--- src/rtl/axi_ram_rd_arbiter_if.sv ---
// Bundle of requester-side and AXI read-channel signals for axi_ram_rd_arbiter.
// master = the arbiter, slave = requesters plus the AXI slave RAM.
interface axi_ram_rd_arbiter_if #(
  parameter int NUM_REQ          = 2,
  parameter int C_AXI_ADDR_WIDTH = 12,
  parameter int C_AXI_DATA_WIDTH = 128,
  parameter int ID_WIDTH         = 3
);
  logic [NUM_REQ-1:0]                  req_valid;
  logic [NUM_REQ-1:0]                  req_ready;
  logic [NUM_REQ*C_AXI_ADDR_WIDTH-1:0] req_addr;
  logic [NUM_REQ*8-1:0]                req_len;
  logic [NUM_REQ-1:0]                  rsp_valid;
  logic [NUM_REQ-1:0]                  rsp_ready;
  logic [C_AXI_DATA_WIDTH-1:0]         rsp_data;
  logic                                rsp_last;
  logic                                rsp_err;

  logic [ID_WIDTH-1:0]                 m_axi_arid;
  logic [C_AXI_ADDR_WIDTH-1:0]         m_axi_araddr;
  logic [7:0]                          m_axi_arlen;
  logic [2:0]                          m_axi_arsize;
  logic [1:0]                          m_axi_arburst;
  logic                                m_axi_arvalid;
  logic                                m_axi_arready;
  logic [ID_WIDTH-1:0]                 m_axi_rid;
  logic [C_AXI_DATA_WIDTH-1:0]         m_axi_rdata;
  logic [1:0]                          m_axi_rresp;
  logic                                m_axi_rlast;
  logic                                m_axi_rvalid;
  logic                                m_axi_rready;

  modport master (
    input  req_valid, req_addr, req_len, rsp_ready,
    input  m_axi_arready, m_axi_rid, m_axi_rdata, m_axi_rresp, m_axi_rlast, m_axi_rvalid,
    output req_ready, rsp_valid, rsp_data, rsp_last, rsp_err,
    output m_axi_arid, m_axi_araddr, m_axi_arlen, m_axi_arsize, m_axi_arburst,
    output m_axi_arvalid, m_axi_rready
  );

  modport slave (
    output req_valid, req_addr, req_len, rsp_ready,
    output m_axi_arready, m_axi_rid, m_axi_rdata, m_axi_rresp, m_axi_rlast, m_axi_rvalid,
    input  req_ready, rsp_valid, rsp_data, rsp_last, rsp_err,
    input  m_axi_arid, m_axi_araddr, m_axi_arlen, m_axi_arsize, m_axi_arburst,
    input  m_axi_arvalid, m_axi_rready
  );
endinterface

--- src/rtl/axi_ram_rd_arbiter.sv ---
// Round-robin arbiter sharing one AXI4 read port (AR/R) among NUM_REQ burst
// requesters; one outstanding INCR burst, R beats routed back to the grantee.
module axi_ram_rd_arbiter #(
  parameter int NUM_REQ          = 2,
  parameter int C_AXI_ADDR_WIDTH = 12,
  parameter int C_AXI_DATA_WIDTH = 128,
  parameter int ID_WIDTH         = 3
) (
  input  logic                   clk,
  input  logic                   rst_n,
  axi_ram_rd_arbiter_if.master   bus,
  output logic [1:0]             dbg_state
);

  localparam int         GW     = (NUM_REQ > 1) ? $clog2(NUM_REQ) : 1;
  localparam logic [2:0] ARSIZE = 3'($clog2(C_AXI_DATA_WIDTH / 8));

  if (ID_WIDTH < $clog2(NUM_REQ)) begin : g_bad_id_width
    $error("axi_ram_rd_arbiter: ID_WIDTH must be >= clog2(NUM_REQ)");
  end
  if (NUM_REQ < 2 || NUM_REQ > 8) begin : g_bad_num_req
    $error("axi_ram_rd_arbiter: NUM_REQ must be in 2..8");
  end

  typedef enum logic [1:0] {
    S_IDLE = 2'd0,
    S_AR   = 2'd1,
    S_DATA = 2'd2
  } state_t;

  state_t                      state_q, state_d;
  logic [GW-1:0]               rr_ptr_q;
  logic [GW-1:0]               grant_q;
  logic [GW-1:0]               pick;
  logic                        pick_vld;
  logic [7:0]                  beat_cnt_q;
  logic [C_AXI_ADDR_WIDTH-1:0] araddr_q;
  logic [7:0]                  arlen_q;
  logic [ID_WIDTH-1:0]         arid_q;
  logic                        err_q;
  logic                        err_now;
  logic                        ar_hs;
  logic                        r_hs;
  logic [NUM_REQ-1:0]          grant_oh;

  logic [C_AXI_ADDR_WIDTH-1:0] addr_arr [NUM_REQ];
  logic [7:0]                  len_arr  [NUM_REQ];

  for (genvar i = 0; i < NUM_REQ; i++) begin : g_unpack
    assign addr_arr[i] = bus.req_addr[i*C_AXI_ADDR_WIDTH +: C_AXI_ADDR_WIDTH];
    assign len_arr[i]  = bus.req_len[i*8 +: 8];
  end

  // Handshakes: a transfer happens on a rising edge where valid and ready are
  // both high; valid never waits on ready, and a raised valid (and its payload)
  // is held until that edge. Requesters see req_ready as their AR handshake.
  assign ar_hs    = (state_q == S_AR) && bus.m_axi_arready;
  assign r_hs     = (state_q == S_DATA) && bus.m_axi_rvalid && bus.rsp_ready[grant_q];
  assign grant_oh = NUM_REQ'(1) << grant_q;

  // First requesting index at or above rr_ptr, wrapping around.
  always_comb begin
    int idx;
    idx      = 0;
    pick     = '0;
    pick_vld = 1'b0;
    for (int k = 0; k < NUM_REQ; k++) begin
      idx = int'(rr_ptr_q) + k;
      if (idx >= NUM_REQ) idx = idx - NUM_REQ;
      if (!pick_vld && bus.req_valid[GW'(idx)]) begin
        pick     = GW'(idx);
        pick_vld = 1'b1;
      end
    end
  end

  always_ff @(posedge clk or negedge rst_n) begin
    if (!rst_n) state_q <= S_IDLE;
    else        state_q <= state_d;
  end

  always_comb begin
    state_d = state_q;
    unique case (state_q)
      S_IDLE:  if (pick_vld) state_d = S_AR;
      S_AR:    if (ar_hs) state_d = S_DATA;
      S_DATA:  if (r_hs && bus.m_axi_rlast) state_d = S_IDLE;
      default: state_d = S_IDLE;
    endcase
  end

  // A beat beyond the announced length keeps the FSM in DATA until rlast.
  always_comb begin
    err_now = 1'b0;
    if (state_q != S_DATA && bus.m_axi_rvalid) err_now = 1'b1;
    if (r_hs) begin
      if (bus.m_axi_rid != arid_q)                    err_now = 1'b1;
      if (bus.m_axi_rresp != 2'b00)                   err_now = 1'b1;
      if (bus.m_axi_rlast && beat_cnt_q != 8'd0)      err_now = 1'b1;
      if (!bus.m_axi_rlast && beat_cnt_q == 8'd0)     err_now = 1'b1;
    end
  end

  always_ff @(posedge clk or negedge rst_n) begin
    if (!rst_n) begin
      rr_ptr_q   <= '0;
      grant_q    <= '0;
      araddr_q   <= '0;
      arlen_q    <= '0;
      arid_q     <= '0;
      beat_cnt_q <= '0;
      err_q      <= 1'b0;
    end else begin
      if (state_q == S_IDLE && pick_vld) begin
        grant_q  <= pick;
        araddr_q <= addr_arr[pick];
        arlen_q  <= len_arr[pick];
        arid_q   <= ID_WIDTH'(pick);
      end
      if (ar_hs) begin
        beat_cnt_q <= arlen_q;
      end else if (r_hs && beat_cnt_q != 8'd0) begin
        beat_cnt_q <= beat_cnt_q - 8'd1;
      end
      if (r_hs && bus.m_axi_rlast) begin
        rr_ptr_q <= (int'(grant_q) == NUM_REQ - 1) ? '0 : grant_q + GW'(1);
      end
      if (err_now) err_q <= 1'b1;
    end
  end

  always_comb begin
    bus.m_axi_arvalid = (state_q == S_AR);
    bus.req_ready     = ar_hs ? grant_oh : '0;
    bus.m_axi_rready  = 1'b0;
    bus.rsp_valid     = '0;
    bus.rsp_data      = '0;
    bus.rsp_last      = 1'b0;
    if (state_q == S_DATA) begin
      bus.m_axi_rready = bus.rsp_ready[grant_q];
      bus.rsp_valid    = bus.m_axi_rvalid ? grant_oh : '0;
      bus.rsp_data     = bus.m_axi_rdata;
      bus.rsp_last     = bus.m_axi_rlast;
    end
  end

  assign bus.m_axi_arid    = arid_q;
  assign bus.m_axi_araddr  = araddr_q;
  assign bus.m_axi_arlen   = arlen_q;
  assign bus.m_axi_arsize  = ARSIZE;
  assign bus.m_axi_arburst = 2'b01;
  assign bus.rsp_err       = err_q;
  assign dbg_state         = state_q;

endmodule
--- src/flat_wrapper.sv ---
// flat-port wrapper written by rule: the top's interface ports become plain ports
module axi_ram_rd_arbiter_flat 
#(
  parameter int NUM_REQ          = 2,
  parameter int C_AXI_ADDR_WIDTH = 12,
  parameter int C_AXI_DATA_WIDTH = 128,
  parameter int ID_WIDTH         = 3
)
  (clk, rst_n, dbg_state, bus_req_valid, bus_req_addr, bus_req_len, bus_rsp_ready, bus_m_axi_arready, bus_m_axi_rid, bus_m_axi_rdata, bus_m_axi_rresp, bus_m_axi_rlast, bus_m_axi_rvalid, bus_req_ready, bus_rsp_valid, bus_rsp_data, bus_rsp_last, bus_rsp_err, bus_m_axi_arid, bus_m_axi_araddr, bus_m_axi_arlen, bus_m_axi_arsize, bus_m_axi_arburst, bus_m_axi_arvalid, bus_m_axi_rready);
  axi_ram_rd_arbiter_if #(.NUM_REQ(NUM_REQ), .C_AXI_ADDR_WIDTH(C_AXI_ADDR_WIDTH), .C_AXI_DATA_WIDTH(C_AXI_DATA_WIDTH), .ID_WIDTH(ID_WIDTH)) bus_i ();
  input  logic clk;
  input  logic rst_n;
  output logic [1:0] dbg_state;
  input wire logic [$bits(bus_i.req_valid)-1:0] bus_req_valid;
  input wire logic [$bits(bus_i.req_addr)-1:0] bus_req_addr;
  input wire logic [$bits(bus_i.req_len)-1:0] bus_req_len;
  input wire logic [$bits(bus_i.rsp_ready)-1:0] bus_rsp_ready;
  input wire logic [$bits(bus_i.m_axi_arready)-1:0] bus_m_axi_arready;
  input wire logic [$bits(bus_i.m_axi_rid)-1:0] bus_m_axi_rid;
  input wire logic [$bits(bus_i.m_axi_rdata)-1:0] bus_m_axi_rdata;
  input wire logic [$bits(bus_i.m_axi_rresp)-1:0] bus_m_axi_rresp;
  input wire logic [$bits(bus_i.m_axi_rlast)-1:0] bus_m_axi_rlast;
  input wire logic [$bits(bus_i.m_axi_rvalid)-1:0] bus_m_axi_rvalid;
  output wire logic [$bits(bus_i.req_ready)-1:0] bus_req_ready;
  output wire logic [$bits(bus_i.rsp_valid)-1:0] bus_rsp_valid;
  output wire logic [$bits(bus_i.rsp_data)-1:0] bus_rsp_data;
  output wire logic [$bits(bus_i.rsp_last)-1:0] bus_rsp_last;
  output wire logic [$bits(bus_i.rsp_err)-1:0] bus_rsp_err;
  output wire logic [$bits(bus_i.m_axi_arid)-1:0] bus_m_axi_arid;
  output wire logic [$bits(bus_i.m_axi_araddr)-1:0] bus_m_axi_araddr;
  output wire logic [$bits(bus_i.m_axi_arlen)-1:0] bus_m_axi_arlen;
  output wire logic [$bits(bus_i.m_axi_arsize)-1:0] bus_m_axi_arsize;
  output wire logic [$bits(bus_i.m_axi_arburst)-1:0] bus_m_axi_arburst;
  output wire logic [$bits(bus_i.m_axi_arvalid)-1:0] bus_m_axi_arvalid;
  output wire logic [$bits(bus_i.m_axi_rready)-1:0] bus_m_axi_rready;
  assign bus_i.req_valid = bus_req_valid;
  assign bus_i.req_addr = bus_req_addr;
  assign bus_i.req_len = bus_req_len;
  assign bus_i.rsp_ready = bus_rsp_ready;
  assign bus_i.m_axi_arready = bus_m_axi_arready;
  assign bus_i.m_axi_rid = bus_m_axi_rid;
  assign bus_i.m_axi_rdata = bus_m_axi_rdata;
  assign bus_i.m_axi_rresp = bus_m_axi_rresp;
  assign bus_i.m_axi_rlast = bus_m_axi_rlast;
  assign bus_i.m_axi_rvalid = bus_m_axi_rvalid;
  assign bus_req_ready = bus_i.req_ready;
  assign bus_rsp_valid = bus_i.rsp_valid;
  assign bus_rsp_data = bus_i.rsp_data;
  assign bus_rsp_last = bus_i.rsp_last;
  assign bus_rsp_err = bus_i.rsp_err;
  assign bus_m_axi_arid = bus_i.m_axi_arid;
  assign bus_m_axi_araddr = bus_i.m_axi_araddr;
  assign bus_m_axi_arlen = bus_i.m_axi_arlen;
  assign bus_m_axi_arsize = bus_i.m_axi_arsize;
  assign bus_m_axi_arburst = bus_i.m_axi_arburst;
  assign bus_m_axi_arvalid = bus_i.m_axi_arvalid;
  assign bus_m_axi_rready = bus_i.m_axi_rready;
  axi_ram_rd_arbiter #(.NUM_REQ(NUM_REQ), .C_AXI_ADDR_WIDTH(C_AXI_ADDR_WIDTH), .C_AXI_DATA_WIDTH(C_AXI_DATA_WIDTH), .ID_WIDTH(ID_WIDTH)) u_core (.clk(clk), .rst_n(rst_n), .bus(bus_i), .dbg_state(dbg_state));
endmodule
--- config.mk ---
export PLATFORM = sky130hd
export DESIGN_NAME = axi_ram_rd_arbiter_flat
export DESIGN_NICKNAME = d
export VERILOG_FILES = /design/src/rtl/axi_ram_rd_arbiter_if.sv /design/src/rtl/axi_ram_rd_arbiter.sv /design/src/flat_wrapper.sv
export SDC_FILE = /design/constraint.sdc
export NUM_CORES = 1
export LEC_CHECK = 0
export ABC_AREA = 0
export CORE_AREA = 2 2 135 137
export DETAILED_ROUTE_END_ITERATION = 10
export DIE_AREA = 0 0 137 139
export GPL_ROUTABILITY_DRIVEN = 0
export PLACE_DENSITY_LB_ADDON = 0.12
export SKIP_CTS_REPAIR_TIMING = 1
export SLEW_MARGIN = 20
export SYNTH_ARGS = -nofsm -noshare
export SYNTH_HDL_FRONTEND = slang
export SYNTH_SLANG_ARGS = --single-unit
--- constraint.sdc ---
create_clock -name clk -period 2.1 [get_ports clk]
set_input_delay 0.21 -clock clk [delete_from_list [all_inputs] [get_ports clk]]
set_output_delay 0.21 -clock clk [all_outputs]
set_load 0.1 [all_outputs]
==> qor.txt <==
Clock buffer depth = 2
Cell Rows = 49
Pwr Density = 1670 nW/um^2
Tot GR Track Use = 18.4%
Maximum vdd ir drop = 0.879 mV
DP Wirelength = 15,900 um
Max FO, Critical Path = 8
DIE WIDTH = 137 um
Full die area = 19,000 sq um
Synthesis-stage register bit count = 33
Final instance area = 7910 sq um
First-pass GRT wire length = 25,400 um
Area added between synthesis and finish = 201%
Count leader, synth = and2_1
Synth top area cells = and2_1 31%, dfrtp_1 31%, o22ai_1 4.8%, o21ai_0 4.4%, nand2_1 4.3%
Crit path largest cell delay = 410 ps
Critical Path RT = 2270 ps
CTS tree = built
Synth top area share = 31.4%
Area of placed instances = 7730 sq um
Crit path kind = register to register
DR iter-0 viols = 122
Num CTS Buffers = 5
Top Family by Delay on Critical Path = compound AO/OA/AOI/OAI gates
Startpoint Class = register
Cell Area, Synth = 2630 sq um
Final Skew = 2.34 ps
Setup TNS Final = 0 ps
Synth cell count leaders = 132 x and2_1, 33 x dfrtp_1, 30 x nand2_1
Critical path buffer and inverter count = 2
Sequential area share after synthesis = 31.4%
Initial antenna violation count = 6
ANT nets after route = 0
Final Hold Viols = 0
Layout Nets = 846
Clk sinks = 33
Period minus WS final = 1900 ps
CTS H-tree lvls = 2
Largest area contributor in the netlist = and2_1
Synth Flop Type = dfrtp_1
Post-Synthesis Cells = 334
Worst EP arrival = 2060 ps
Yosys warns = 0
Length of the first detailed-routing pass in iterations = 4
Setup crit end kind = register
Post-synth EDFFs = 0
Final wirelength = 18,200 um
Worst hold path class = primary input to async pin
Status = completed
DRC violations left = 0
F_max = 0.527 GHz
Fraction of registers with async set/reset = 100%
Final setup vio count = 0
Cell breakdown of the critical path = inv_1 -> ha_1 -> nor3b_1 -> a211oi_4 -> buf_4 -> a32o_1 -> a21o_1
Core ar. = 17,700 sq um
Clk slew on worst S/H paths = 50 ps
Unrepaired setup endpoints after global routing = false
Via count = 3,614
Synth cell types = 37
Slew @ Worst Pin = 707 ps
DR vias/cell = 4.04
Total power = 13.2 mW
Global route overflow = 0
Initial core utilization = 14.9%
Layout cells sized above 1 = 48.3%
Slew Limit Fails = 0
Clk_lat worst skew = 270 ps
Mean Syn Cell Area = 7.88 sq um
# IOs = 348
Slowest cell on crit path = dfrtp_1
Wire length per cell = 20.3 um
Clk root buf = clkbuf_16
Vias in the first global route = 3,674
Final Core Density = 44.8%
Period utilization = 90.4%
Largest net degree at the start of global routing = 77
Max cap viols = 0
Max-slew headroom = 52.8%
Chip Height = 139 um
Port bufs = 339
Pleak = 3.31 nW
==> sequential cells by signal (all words and copies together) (netlist names) <==
| name | flops |
|---|---|
| u_core.dbg_state | 2 |
| u_core.bus.m_axi_arlen | 8 |
| u_core.grant_q | 1 |
| u_core.rr_ptr_q | 1 |
| u_core.bus.m_axi_araddr | 12 |
| u_core.bus.rsp_err | 1 |
| u_core.beat_cnt_q | 8 |
==> logic make-up after synthesis <==
family | Yosys count | share of synthesized area (%)
and+or+nand+nor | 192 | 42.9
AOI/OAI and AO/OA | 58 | 14.2
buffers and inverters | 40 | 7.51
DFF | 33 | 31.4
muxes | 5 | 2.09
adders and majority gates | 2 | 0.950
other | 2 | 0.285
xor gates and xnor gates | 2 | 0.666
==> worst register-to-register path, delay by kind of cell (launching register included) <==
kind	cells	cell delay, ps
AO/OA/AOI/OAI	3	550
flip-flops	1	410
AND/OR/NAND/NOR	1	410
buffers and inverters	2	290
adder cells (fa/ha/maj)	1	140
==> layout by cell type, fill, tap and decap left out, types with 7 or more instances in the layout <==
| cell | n |
|---|---|
| and2_2 | 129 |
| nand2_1 | 30 |
| buf_4 | 33 |
| dfrtp_1 | 31 |
| o22ai_1 | 20 |
| o21ai_0 | 23 |
| buf_12 | 136 |
| clkdlybuf4s50_1 | 180 |
| conb_1 | 7 |
| inv_1 | 7 |
==> through the flow <==
step	std cells	setup slack (ps)	hold slack (ps)
finish	894	202	353
global route	892	82.6	402
CTS	892	189	373
detailed placement	884	222	476
global placement	884	251	466
floorplan	339	-196	-85.6
==> power breakdown <==
group / internal, mW / leakage (nW) / switching (mW)
logic: 3.57 / 2.82 / 7.61
clock network: 0.593 / 0.0841 / 0.268
registers: 0.930 / 0.405 / 0.274
==> final cells by class <==
type	instances	area [sq um]
Antenna cell	2	5.00
Clock buffer	7	143
Clock inverter	1	30.0
Fill cell	1620	9740
Inverter	7	26.3
Multi-Input combinational cell	266	1820
Sequential cell	33	833
Tap cell	229	287
Timing Repair Buffer	349	4770
==> path summary, 6_finish.rpt <==
kind	start	depth (start not counted)	slack, ps	end
worst max-delay path	u_core.beat_cnt_q[0]$_DFFE_PN0P_	7	200	u_core.beat_cnt_q[4]$_DFFE_PN0P_
worst min-delay path	rst_n	1	350	u_core.bus.m_axi_araddr[5]$_DFFE_PN0P_
worst max register to register	u_core.beat_cnt_q[0]$_DFFE_PN0P_	7	200	u_core.beat_cnt_q[4]$_DFFE_PN0P_
worst min register to register	u_core.bus.m_axi_araddr[10]$_DFFE_PN0P_	2	480	u_core.bus.m_axi_araddr[10]$_DFFE_PN0P_
max in group asynchronous	rst_n	2	1090	u_core.beat_cnt_q[0]$_DFFE_PN0P_
min in group clk	u_core.bus.m_axi_araddr[10]$_DFFE_PN0P_	2	480	u_core.bus.m_axi_araddr[10]$_DFFE_PN0P_
==> routing by layer <==
metal	vias up	track usage, %	wire [um]
met5	-	0	82
li1	1747	-	-
met2	212	31.9	8940
met4	10	3.53	274
met3	20	8.11	2260
met1	1625	20.7	6620
Note: power is estimated with default switching activity, not from simulation.
